==> config.mk <==
export PLATFORM = sky130hd
export DESIGN_NAME = axist_gpio_csr_flat
export DESIGN_NICKNAME = d
export VERILOG_FILES = /design/src/rtl/axist_gpio_csr_pkg.sv /design/src/rtl/axist_gpio_csr_if.sv /design/src/rtl/axist_gpio_csr_rdmux.sv /design/src/rtl/axist_gpio_csr.sv /design/src/flat_wrapper.sv
export SDC_FILE = /design/constraint.sdc
export NUM_CORES = 1
export LEC_CHECK = 0
export BUFFER_PORTS_ARGS = -buffer_cell sky130_fd_sc_hd__buf_2
export CAP_MARGIN = 20
export CORE_AREA = 10 10 479 481
export DETAILED_ROUTE_END_ITERATION = 8
export DIE_AREA = 0 0 489 491
export PLACE_DENSITY_LB_ADDON = 0.05
export RECOVER_POWER = 100
export SYNTH_ARGS = -nofsm -noshare
export SYNTH_HDL_FRONTEND = slang
export SYNTH_SLANG_ARGS = --single-unit
==> constraint.sdc <==
create_clock -name mgmt_clk -period 3.9 [get_ports mgmt_clk]
set_clock_uncertainty 0.1 [all_clocks]
set_input_delay 0.78 -clock mgmt_clk [delete_from_list [all_inputs] [get_ports mgmt_clk]]
set_output_delay 0.78 -clock mgmt_clk [all_outputs]
set_load 0.01 [all_outputs]
==> src/rtl/axist_gpio_csr_pkg.sv <==
// Shared definitions for the AXI-ST GPIO CSR block: register offsets, word-count helper, FSM states.
package axist_gpio_csr_pkg;

    localparam logic [15:0] OFF_TX_PKT_CTRL = 16'h1000;
    localparam logic [15:0] OFF_RX_CKR_STS  = 16'h1004;
    localparam logic [15:0] OFF_LINKUP_STS  = 16'h1008;
    localparam logic [15:0] OFF_DELAY_X     = 16'h2000;
    localparam logic [15:0] OFF_DELAY_Y     = 16'h2004;
    localparam logic [15:0] OFF_DELAY_Z     = 16'h2008;
    localparam logic [15:0] OFF_AXI_CTRL    = 16'h3000;
    // Capture windows occupy 0x4000-0x43FF, 0x100 bytes per capture
    localparam logic [5:0]  CAP_WIN_TAG     = 6'b010000;

    typedef enum logic [2:0] {
        IDLE,
        WR_ACK,
        RD_WAIT,
        RD_RESP,
        HOLD
    } csr_state_e;

    function automatic int nwords(input int factor);
        return 2 * factor;
    endfunction

endpackage

==> src/rtl/axist_gpio_csr_if.sv <==
// Avalon-MM CSR bus between the management master and the GPIO CSR responder.
interface axist_gpio_csr_if;
    logic [31:0] i_wr_addr;
    logic [31:0] i_wrdata;
    logic        i_wren;
    logic        i_rden;
    logic [31:0] o_master_readdata;
    logic        o_master_readdatavalid;
    logic        o_master_waitreq;

    modport master (
        output i_wr_addr, i_wrdata, i_wren, i_rden,
        input  o_master_readdata, o_master_readdatavalid, o_master_waitreq
    );

    modport slave (
        input  i_wr_addr, i_wrdata, i_wren, i_rden,
        output o_master_readdata, o_master_readdatavalid, o_master_waitreq
    );
endinterface

==> src/rtl/axist_gpio_csr_rdmux.sv <==
// Selects one 32-bit word out of a TDW-bit capture; words at or beyond NW read as zero.
module axist_gpio_csr_rdmux #(
    parameter int TDW = 256,
    parameter int NW  = 8
) (
    input  logic [TDW-1:0] i_cap,
    input  logic [5:0]     i_word,
    output logic [31:0]    o_data
);

    always_comb begin
        o_data = '0;
        for (int k = 0; k < NW; k++) begin
            if (int'(i_word) == k) begin
                o_data = i_cap[32*k +: 32];
            end
        end
    end

endmodule

==> src/rtl/axist_gpio_csr.sv <==
// Avalon-MM CSR responder for the AXI-ST GPIO test system (mgmt_clk domain).
// Optional AXIST_CSR_SNAPSHOT_EN: a word-0 capture read freezes all captures for coherent multi-word reads.
module axist_gpio_csr
    import axist_gpio_csr_pkg::*;
#(
    parameter int          AXI_TDATA_FACTOR = 4,
    parameter logic [31:0] BASE_ADDR        = 32'h5000_0000,
    parameter int          RD_LATENCY       = 2
) (
    input  logic                          mgmt_clk,
    input  logic                          rst_n,
    axist_gpio_csr_if.slave               io_avmm,
    input  logic [3:0]                    i_linkup_sts,
    input  logic [3:0]                    i_ckr_sts,
    input  logic [64*AXI_TDATA_FACTOR-1:0] i_dout_first,
    input  logic [64*AXI_TDATA_FACTOR-1:0] i_dout_last,
    input  logic [64*AXI_TDATA_FACTOR-1:0] i_din_first,
    input  logic [64*AXI_TDATA_FACTOR-1:0] i_din_last,
    output logic [31:0]                   o_delay_x,
    output logic [31:0]                   o_delay_y,
    output logic [31:0]                   o_delay_z,
    output logic                          o_axi_rst,
    output logic [31:0]                   o_tx_pkt_ctrl,
    output logic                          o_pkt_start
);

    localparam int         TDW    = 64 * AXI_TDATA_FACTOR;
    localparam int         NWORDS = nwords(AXI_TDATA_FACTOR);
    localparam logic [2:0] LAT_M1 = 3'(RD_LATENCY - 1);
    localparam logic       LAT_ONE = (RD_LATENCY <= 1);

    csr_state_e  r_state;
    logic [2:0]  r_cnt;
    logic [29:0] r_addr;
    logic [31:0] r_rdata;
    logic        r_rvalid;
    logic        r_waitreq;
    logic        r_pkt_start;
    logic [31:0] r_tx_pkt_ctrl;
    logic [31:0] r_delay_x;
    logic [31:0] r_delay_y;
    logic [31:0] r_delay_z;
    logic        r_axi_rst;

    logic           w_wr_acc;
    logic           w_rd_acc;
    logic           w_rd_load;
    logic           w_wr_hit;
    logic [15:0]    w_wr_off;
    logic           w_pkt_go;
    logic [29:0]    w_rd_word;
    logic           w_rd_hit;
    logic [15:0]    w_rd_off;
    logic [31:0]    w_rdata;
    logic [TDW-1:0] w_cap_live [4];
    logic [TDW-1:0] w_cap_src  [4];
    logic [31:0]    w_cap_word [4];

    assign w_wr_acc  = (r_state == IDLE) && io_avmm.i_wren;
    assign w_rd_acc  = (r_state == IDLE) && !io_avmm.i_wren && io_avmm.i_rden;
    assign w_rd_load = (w_rd_acc && LAT_ONE) || ((r_state == RD_WAIT) && (r_cnt <= 3'd1));

    assign w_wr_hit = (io_avmm.i_wr_addr[31:16] == BASE_ADDR[31:16]);
    assign w_wr_off = {io_avmm.i_wr_addr[15:2], 2'b00};
    assign w_pkt_go = w_wr_acc && w_wr_hit && (w_wr_off == OFF_TX_PKT_CTRL) && io_avmm.i_wrdata[0];

    // Only a single-cycle latency read decodes the live bus; otherwise the latched address is used
    assign w_rd_word = (r_state == IDLE) ? io_avmm.i_wr_addr[31:2] : r_addr;
    assign w_rd_hit  = (w_rd_word[29:14] == BASE_ADDR[31:16]);
    assign w_rd_off  = {w_rd_word[13:0], 2'b00};

    assign w_cap_live[0] = i_dout_first;
    assign w_cap_live[1] = i_dout_last;
    assign w_cap_live[2] = i_din_first;
    assign w_cap_live[3] = i_din_last;

`ifdef AXIST_CSR_SNAPSHOT_EN
    logic [TDW-1:0] r_shadow [4];
    logic           w_snap;

    assign w_snap = w_rd_load && w_rd_hit && (w_rd_off[15:10] == CAP_WIN_TAG) && (w_rd_off[7:2] == 6'd0);

    always_ff @(posedge mgmt_clk) begin
        if (w_snap) begin
            for (int j = 0; j < 4; j++) begin
                r_shadow[j] <= w_cap_live[j];
            end
        end
    end

    always_comb begin
        for (int j = 0; j < 4; j++) begin
            w_cap_src[j] = (w_rd_off[7:2] == 6'd0) ? w_cap_live[j] : r_shadow[j];
        end
    end
`else
    always_comb begin
        for (int j = 0; j < 4; j++) begin
            w_cap_src[j] = w_cap_live[j];
        end
    end
`endif

    for (genvar g = 0; g < 4; g++) begin : g_rdmux
        axist_gpio_csr_rdmux #(
            .TDW (TDW),
            .NW  (NWORDS)
        ) u_rdmux (
            .i_cap  (w_cap_src[g]),
            .i_word (w_rd_off[7:2]),
            .o_data (w_cap_word[g])
        );
    end

    always_comb begin
        w_rdata = '0;
        if (w_rd_hit) begin
            case (w_rd_off)
                OFF_TX_PKT_CTRL: w_rdata = r_tx_pkt_ctrl;
                OFF_RX_CKR_STS:  w_rdata = {28'b0, i_ckr_sts};
                OFF_LINKUP_STS:  w_rdata = {28'b0, i_linkup_sts};
                OFF_DELAY_X:     w_rdata = r_delay_x;
                OFF_DELAY_Y:     w_rdata = r_delay_y;
                OFF_DELAY_Z:     w_rdata = r_delay_z;
                OFF_AXI_CTRL:    w_rdata = {31'b0, r_axi_rst};
                default: begin
                    if (w_rd_off[15:10] == CAP_WIN_TAG) begin
                        w_rdata = w_cap_word[w_rd_off[9:8]];
                    end
                end
            endcase
        end
    end

    always_ff @(posedge mgmt_clk or negedge rst_n) begin
        if (!rst_n) begin
            r_tx_pkt_ctrl <= '0;
            r_delay_x     <= '0;
            r_delay_y     <= '0;
            r_delay_z     <= '0;
            r_axi_rst     <= 1'b0;
        end else if (w_wr_acc && w_wr_hit) begin
            case (w_wr_off)
                OFF_TX_PKT_CTRL: r_tx_pkt_ctrl <= io_avmm.i_wrdata;
                OFF_DELAY_X:     r_delay_x     <= io_avmm.i_wrdata;
                OFF_DELAY_Y:     r_delay_y     <= io_avmm.i_wrdata;
                OFF_DELAY_Z:     r_delay_z     <= io_avmm.i_wrdata;
                OFF_AXI_CTRL:    r_axi_rst     <= io_avmm.i_wrdata[0];
                default: ;
            endcase
        end
    end

    always_ff @(posedge mgmt_clk or negedge rst_n) begin
        if (!rst_n) begin
            r_state     <= IDLE;
            r_cnt       <= '0;
            r_addr      <= '0;
            r_rdata     <= '0;
            r_rvalid    <= 1'b0;
            r_waitreq   <= 1'b1;
            r_pkt_start <= 1'b0;
        end else begin
            case (r_state)
                IDLE: begin
                    if (w_wr_acc) begin
                        r_state     <= WR_ACK;
                        r_waitreq   <= 1'b0;
                        r_pkt_start <= w_pkt_go;
                    end else if (w_rd_acc) begin
                        r_addr <= io_avmm.i_wr_addr[31:2];
                        r_cnt  <= LAT_M1;
                        if (w_rd_load) begin
                            r_state   <= RD_RESP;
                            r_rvalid  <= 1'b1;
                            r_waitreq <= 1'b0;
                            r_rdata   <= w_rdata;
                        end else begin
                            r_state <= RD_WAIT;
                        end
                    end
                end
                WR_ACK: begin
                    r_state     <= HOLD;
                    r_waitreq   <= 1'b1;
                    r_pkt_start <= 1'b0;
                end
                RD_WAIT: begin
                    if (w_rd_load) begin
                        r_state   <= RD_RESP;
                        r_rvalid  <= 1'b1;
                        r_waitreq <= 1'b0;
                        r_rdata   <= w_rdata;
                    end else begin
                        r_cnt <= r_cnt - 3'd1;
                    end
                end
                RD_RESP: begin
                    r_state   <= HOLD;
                    r_rvalid  <= 1'b0;
                    r_waitreq <= 1'b1;
                end
                HOLD: begin
                    // A request still held after its completion must not be served twice
                    if (!io_avmm.i_wren && !io_avmm.i_rden) begin
                        r_state <= IDLE;
                    end
                end
                default: begin
                    r_state   <= IDLE;
                    r_rvalid  <= 1'b0;
                    r_waitreq <= 1'b1;
                end
            endcase
        end
    end

    assign io_avmm.o_master_readdata      = r_rdata;
    assign io_avmm.o_master_readdatavalid = r_rvalid;
    assign io_avmm.o_master_waitreq       = r_waitreq;
    assign o_delay_x     = r_delay_x;
    assign o_delay_y     = r_delay_y;
    assign o_delay_z     = r_delay_z;
    assign o_axi_rst     = r_axi_rst;
    assign o_tx_pkt_ctrl = r_tx_pkt_ctrl;
    assign o_pkt_start   = r_pkt_start;

endmodule

==> src/flat_wrapper.sv <==
// flat-port wrapper written by rule: the top's interface ports become plain ports
module axist_gpio_csr_flat import axist_gpio_csr_pkg::*;
#(
    parameter int          AXI_TDATA_FACTOR = 4,
    parameter logic [31:0] BASE_ADDR        = 32'h5000_0000,
    parameter int          RD_LATENCY       = 2
)
  (mgmt_clk, rst_n, i_linkup_sts, i_ckr_sts, i_dout_first, i_dout_last, i_din_first, i_din_last, o_delay_x, o_delay_y, o_delay_z, o_axi_rst, o_tx_pkt_ctrl, o_pkt_start, io_avmm_i_wr_addr, io_avmm_i_wrdata, io_avmm_i_wren, io_avmm_i_rden, io_avmm_o_master_readdata, io_avmm_o_master_readdatavalid, io_avmm_o_master_waitreq);
  axist_gpio_csr_if io_avmm_i ();
  input  logic mgmt_clk;
  input  logic rst_n;
  input  logic [3:0] i_linkup_sts;
  input  logic [3:0] i_ckr_sts;
  input  logic [64*AXI_TDATA_FACTOR-1:0] i_dout_first;
  input  logic [64*AXI_TDATA_FACTOR-1:0] i_dout_last;
  input  logic [64*AXI_TDATA_FACTOR-1:0] i_din_first;
  input  logic [64*AXI_TDATA_FACTOR-1:0] i_din_last;
  output logic [31:0] o_delay_x;
  output logic [31:0] o_delay_y;
  output logic [31:0] o_delay_z;
  output logic o_axi_rst;
  output logic [31:0] o_tx_pkt_ctrl;
  output logic o_pkt_start;
  input wire logic [$bits(io_avmm_i.i_wr_addr)-1:0] io_avmm_i_wr_addr;
  input wire logic [$bits(io_avmm_i.i_wrdata)-1:0] io_avmm_i_wrdata;
  input wire logic [$bits(io_avmm_i.i_wren)-1:0] io_avmm_i_wren;
  input wire logic [$bits(io_avmm_i.i_rden)-1:0] io_avmm_i_rden;
  output wire logic [$bits(io_avmm_i.o_master_readdata)-1:0] io_avmm_o_master_readdata;
  output wire logic [$bits(io_avmm_i.o_master_readdatavalid)-1:0] io_avmm_o_master_readdatavalid;
  output wire logic [$bits(io_avmm_i.o_master_waitreq)-1:0] io_avmm_o_master_waitreq;
  assign io_avmm_i.i_wr_addr = io_avmm_i_wr_addr;
  assign io_avmm_i.i_wrdata = io_avmm_i_wrdata;
  assign io_avmm_i.i_wren = io_avmm_i_wren;
  assign io_avmm_i.i_rden = io_avmm_i_rden;
  assign io_avmm_o_master_readdata = io_avmm_i.o_master_readdata;
  assign io_avmm_o_master_readdatavalid = io_avmm_i.o_master_readdatavalid;
  assign io_avmm_o_master_waitreq = io_avmm_i.o_master_waitreq;
  axist_gpio_csr #(.AXI_TDATA_FACTOR(AXI_TDATA_FACTOR), .BASE_ADDR(BASE_ADDR), .RD_LATENCY(RD_LATENCY)) u_core (.mgmt_clk(mgmt_clk), .rst_n(rst_n), .io_avmm(io_avmm_i), .i_linkup_sts(i_linkup_sts), .i_ckr_sts(i_ckr_sts), .i_dout_first(i_dout_first), .i_dout_last(i_dout_last), .i_din_first(i_din_first), .i_din_last(i_din_last), .o_delay_x(o_delay_x), .o_delay_y(o_delay_y), .o_delay_z(o_delay_z), .o_axi_rst(o_axi_rst), .o_tx_pkt_ctrl(o_tx_pkt_ctrl), .o_pkt_start(o_pkt_start));
endmodule
# == Yosys cells after proc, flatten, opt, wreduce, memory -nomap -nowiden ==
# Cells that the tools add are included.
# W data, S select, Z words.
# totals
ff_bits,200
input_bits,1100
# op_classes
add_sub_neg,1
magnitude_cmp,2
n_eq_ne,33
n_mux,63
bitwise,4
n_reduce_logical,28
# ops
op,count
$mux W32,39
$pmux W32 S7,1
$eq A14 B12 Y1 const B,8
$bmux W32 S2,1
$pmux W32 S2,1
$eq A14 B11 Y1 const B,4
$eq A16 B15 Y1 const B,2
$mux W30,1
$eq A6 B4 Y1 const B,4
$mux W3,7
$reduce_and A2 Y1,7
$eq A6 B3 Y1 const B,2
$pmux W3 S4,1
$reduce_and A3 Y1,4
$logic_and A1 B1 Y1,8
$mux W1,8
$ne A2 B1 Y1 const B,4
$eq A3 B2 Y1 const B,2
$eq A6 B2 Y1 const B,1
$eq A6 B5 Y1 const B,1
$logic_not A6 Y1,1
$pmux W1 S3,2
$pmux W3 S2,1
$ne A2 B2 Y1 const B,2
other kinds (14),19

# == Depth between registers and ports, before layout ==
# depth
depth_word,21
ltp_mapped,14
mapped_depth_nobuf,10

# == By module ==
# From an unflattened synthesis, not the netlist that was laid out.
# unflattened
cells_unflattened,1853
area_unflattened_um2,18893.1
# by_module_without_submodules
mod,instances,cells_each,area_per_inst_um2,seq_area_each_um2
axist_gpio_csr,1,793,9819.4,5006.1
axist_gpio_csr_rdmux,4,265,2268.4,0.0

# == Worst setup path before layout ==
# OpenSTA, ideal clock, no wires.
# synth_timing
path_type,input port to flip-flop
start,input port io_avmm_i_wr_addr[4]
end,register u_core.r_delay_z[10] (netlist: u_core.o_delay_z[10])
arrival_time_ps,3075
required_time_ps,3675
path_slack_ps,600
stages,8
path_buffers,2
cell_sequence,or4_1 > or3_1 > nor3_1 > nor3b_2 > and2_1 > clkbuf_1 > buf_4 > mux2_2
# synth_between
elab_chain_cells,2
# synth_lines
item,line_no,source
start: declaration,flat_wrapper.sv:24,input wire logic [$bits(io_avmm_i.i_wr_addr)-1:0] io_avmm_i_wr_addr;
$eq A14 B12 Y1,axist_gpio_csr.sv:143,case (w_wr_off)
$reduce_and A2 Y1 (no line),-,
end signal: assignment,axist_gpio_csr.sv:147,OFF_DELAY_Z: r_delay_z <= io_avmm.i_wrdata;
end: declaration,axist_gpio_csr.sv:42,logic [31:0] r_delay_z;
# Every way passes these cells.
# A chain may end at the register's enable or synchronous reset.

# == Worst setup path in the final report ==
# layout_timing
start,register u_core.r_state[0]
end,register u_core.r_rdata[26] (netlist: u_core.io_avmm.o_master_readdata[26])
# layout_between
elab_chain_cells,21
elab_cells_between_ends,71
# layout_lines
item,line_no,source
start: declaration,axist_gpio_csr.sv:32,csr_state_e r_state;
start signal: assignment,axist_gpio_csr.sv:156,r_state <= IDLE;
start signal: assignment,axist_gpio_csr.sv:167,r_state <= WR_ACK;
start signal: assignment,axist_gpio_csr.sv:174,r_state <= RD_RESP;
$logic_not A3 Y1,-,
$mux W30,axist_gpio_csr.sv:68,assign w_rd_word = (r_state == IDLE) ? io_avmm.i_wr_addr[31:2] : r_addr;
$logic_not A6 Y1,axist_gpio_csr_rdmux.sv:14,if (int'(i_word) == k) begin
$mux W32 (8 in series),axist_gpio_csr_rdmux.sv:14,
$bmux W32 S2,axist_gpio_csr.sv:128,w_rdata = w_cap_word[w_rd_off[9:8]];
$mux W32 (not written as such) (2 in series),axist_gpio_csr.sv:128,
$mux W32,axist_gpio_csr.sv:127,if (w_rd_off[15:10] == CAP_WIN_TAG) begin
$pmux W32 S7,axist_gpio_csr.sv:118,case (w_rd_off)
$mux W32,axist_gpio_csr.sv:117,if (w_rd_hit) begin
$mux W32,"axist_gpio_csr.sv:173, axist_gpio_csr.sv:189",
$mux W32,axist_gpio_csr.sv:170,end else if (w_rd_acc) begin
$mux W32,axist_gpio_csr.sv:166,if (w_wr_acc) begin
$pmux W32 S2,axist_gpio_csr.sv:164,case (r_state)
end signal: assignment,axist_gpio_csr.sv:177,r_rdata <= w_rdata;
end signal: assignment,axist_gpio_csr.sv:193,r_rdata <= w_rdata;
end: declaration,axist_gpio_csr.sv:35,logic [31:0] r_rdata;
# Parallel ways exist; a longest one is shown, timed or not. The select of a mux whose other input is x is not followed.

==> summary.txt <==
Status: complete, but fails checks
Failing checks: max-capacitance violations, max-slew violations
Drt initial violations: 1574
Synth cell count leaders: nand2_1, a21oi_1, dfrtp_1
Final Cycle Share: 99.8%
Worst VDD drop: 0.352 mV
R2R Setup Slk: 0.01 ns
Leading area contributor after synthesis: dfrtp_1
Remaining design rule violation count: 0
Synthesized instance count: 2129
Largest family of logic cells by synthesized area: compound AO/OA/AOI/OAI gates
Distinct cells, synth: 93
EDFF count, synth: 0
Mapped cell area: 0.0175 mm²
CP Depth: 14
Placed cell count: 6502
Critical Path RT: 4.21 ns
Max-Cap Viols: 2
Drt wl/cell: 39.2 µm
Reg2Reg Depth: 14
Starting Density: 8.00%
TritonCTS clock tree: built
Placer Congestion: 0.851
Post-synthesis mux area share: 14.5%
Fin. max-slew vios: 102
Share of the synthesized area in the top cell type: 28.4%
Kind of start point of the critical path: flip-flop
H-tree depth: 4
First-pass GRT wire length: 323 mm
Nets: 4758
Ys async rst share: 100%
Synthesized flop and latch total: 200
CP dominant cell by count: buf_4
Setup TNS: 0 ns
Final setup violation count: 0
Achievable frequency: 257 MHz
Fin. Hold Viols: 0
Total power: 0.0206 W
CTS sink cnt: 200
Crit-path max cell delay: 0.71 ns
Max-slew headroom: -60.6%
Num CTS Buffers: 17
Die X: 489 µm
Leak: 14.0 nW
DRT Pass-1 Iters: 7
GRT Total Usage: 20.5%
Crit-path leading delay family: compound AO/OA/AOI/OAI gates
CP cell instances: or3_1 > buf_6 > mux2i_4 > buf_12 > buf_4 > nand2_4 > buf_12 > buf_4 > o2bb2ai_1 > a2111oi_0 > nor3_1 > a211oi_2 > buf_4 > o31ai_1
Critical Path AT: 4.20 ns
Worst path slowest cell: a211oi_2
Row cnt: 172
Syn Nets: 3231
Worst r2r src: u_core.r_state[0]$_DFFE_PN0P_
Most common cell in the netlist: nand2_1
Slew at the pin with the worst max-slew slack: 2.41 ns
Kind of critical path: flip-flop to flip-flop
Top Ports: 1264
Drt total wl: 259 mm
Storage cell area: 0.00501 mm²
Clock root buffer: clkbuf_16
Yosys warning count: 0
Share of layout cells above drive strength 1: 51.2%
Post-DP HPWL: 223 mm
Power per Cell Area: 641 mW/mm²
Pin count of the biggest net entering global routing: 77
Hold Path Depth: 2
R2R Path End: u_core.io_avmm.o_master_readdata[26]$_DFFE_PN0P_
P&R area growth vs syn: 83.1%
Vias in the first global route: 27600
HP Class: input pin to flip-flop
Sequential area share after synthesis: 28.6%
Clk slew on worst S/H paths: 0.10 ns
Fill cells: 25500
Worst-Skew Late Latency: 0.54 ns
Post-synthesis xor/xnor area fraction: 0.150%
IO Port Bufs: 1261
Area of the die: 0.240 mm²
Period minus WS final: 3.89 ns
RSZ-0062 raised after global routing: false
Crit-path max FO: 18
Mapped Avg Cell Area: 8.24 µm²
Post-synthesis adder-cell area fraction: 0.143%
Initial antenna violation count: 231
Vias: 26500
Min-delay src: io_avmm_i_wr_addr[22]
Footprint of the multi-input gates: 0.0121 mm²
Routed Antenna Nets: 0
Buf/Inv on CP: 6
Worst Setup End Kind: flip-flop
Top cells by area, synth: dfrtp_1, mux2_2, a21oi_1, nand2_1, a221oi_1
Final Instance Count excl. Fillers: 6610
Clock Tree Buf Depth: 2
DIE HEIGHT: 491 µm
Main synth FF type: dfrtp_1
CORE AREA: 0.219 mm²
Grt total ovfl: 0
Avg Vias per Cell: 4.00
Compound-Gate Fraction of Synth Area: 36.4%
Simple-Gate Fraction of Synth Area: 14.4%
Hold Crit Endpoint: u_core.r_addr[20]$_DFFE_PN0P_
how the worst max path moves through the flow:
| stage | start | endpoint | slack [ns] |
|---|---|---|---|
| floorplan | io_avmm_i_wr_addr[4] | u_core.o_delay_z[10]$_DFFE_PN0P_ | 0.60 |
| global placement | io_avmm_i_wr_addr[4] | u_core.io_avmm.o_master_readdata[31]$_DFFE_PN0P_ | -1.02 |
| detailed placement | io_avmm_i_wr_addr[4] | u_core.io_avmm.o_master_readdata[31]$_DFFE_PN0P_ | -0.96 |
| CTS | u_core.r_state[0]$_DFFE_PN0P_ | u_core.io_avmm.o_master_readdata[31]$_DFFE_PN0P_ | -0.03 |
| global route | u_core.r_state[0]$_DFFE_PN0P_ | u_core.io_avmm.o_master_readdata[23]$_DFFE_PN0P_ | 0.002 |
| finish | u_core.r_state[0]$_DFFE_PN0P_ | u_core.io_avmm.o_master_readdata[26]$_DFFE_PN0P_ | 0.01 |
state kept, by name (all words and copies together), names as in the netlist:
name and cells:
u_core.io_avmm.o_master_readdata 32, u_core.o_delay_x 32, u_core.o_delay_y 32, u_core.o_delay_z 32, u_core.o_tx_pkt_ctrl 32, u_core.r_addr 30
u_core.r_cnt 3, u_core.r_state 3, u_core.io_avmm.o_master_readdatavalid 1, u_core.io_avmm.o_master_waitreq 1, u_core.o_axi_rst 1, u_core.o_pkt_start 1
final cells by class:
| class | count | area share [%] |
|---|---|---|
| clock inverters | 12 | 0.433 |
| flip-flops and latches | 200 | 15.6 |
| inverters | 4 | 0.0468 |
| multi-input cells | 1711 | 37.6 |
| clock buffers | 20 | 1.45 |
| well taps | 2871 | 11.2 |
| diodes | 70 | 0.546 |
| repair buffers | 1722 | 33.1 |
routing by layer:
metal  vias to the layer above  GRT usage [%]  part of all wire, %
met4                        92           3.72                  1.8
met5                         -              0                 0.24
met2                      1252           35.3                   49
met1                     13200           25.0                   41
met3                       357           6.61                  7.9
li1                      11500              -                    -
repair_timing:
item | 4_1_cts | 5_1_grt
pin swaps | 5 | 6
buffers inserted | 3 | 3
setup endpoints to repair | 18 | 13
hold buffers | 0 | 0
gates resized for setup | 46 | 18
cloned | 0 | 1
report_power, final:
part           leakage (nW)  switching, W  internal [W]
clock network         0.294       0.00112      0.000958
logic                  11.0        0.0103       0.00563
registers              2.71      0.000243       0.00233
total                  14.0        0.0117       0.00892
cells by family after synthesis:
kind of cell,Yosys count
xor+xnor,3
fa+ha+maj,2
simple gates,550
compound gates,929
flops,200
mux,227
buf+inv,218
layout by cell type, fill, tap and decap left out, drive strengths merged, types with 8 or more instances in the layout:
cell type,count
mux2,185
a22o,32
and3,11
nand2b,8
a221o,10
o221ai,65
buf,1536
a222oi,9
nand3,38
or4,8
o21ai,127
diode,70
nor2,99
o22ai,57
inv,8
mux2i,42
o2111ai,9
nor4,16
nor3,24
clkbuf,206
a2111oi,19
dfrtp,199
a21oi,263
o31ai,8
a2bb2oi,10
a211oi,19
or3,10
nand2,294
o2bb2ai,13
a22oi,62
a32oi,8
o211ai,32
nand4,11
a221oi,75
o221a,16
a31oi,41
through the flow:
stage / utilization (%) / cell area [µm²] / setup slack (ns) / hold slack, ns
2_1_floorplan: - / 17500 / 0.600 / 0.372
3_3_place_gp: 14.2 / 31200 / -1.02 / 0.384
3_5_place_dp: 14.2 / 31200 / -0.957 / 0.368
4_1_cts: 14.7 / 32100 / -0.0274 / 0.124
5_1_grt: 14.6 / 32000 / 0.00231 / 0.353
6_report: 14.6 / 32100 / 0.00952 / 0.391
Power figures use the tool's default switching activity.
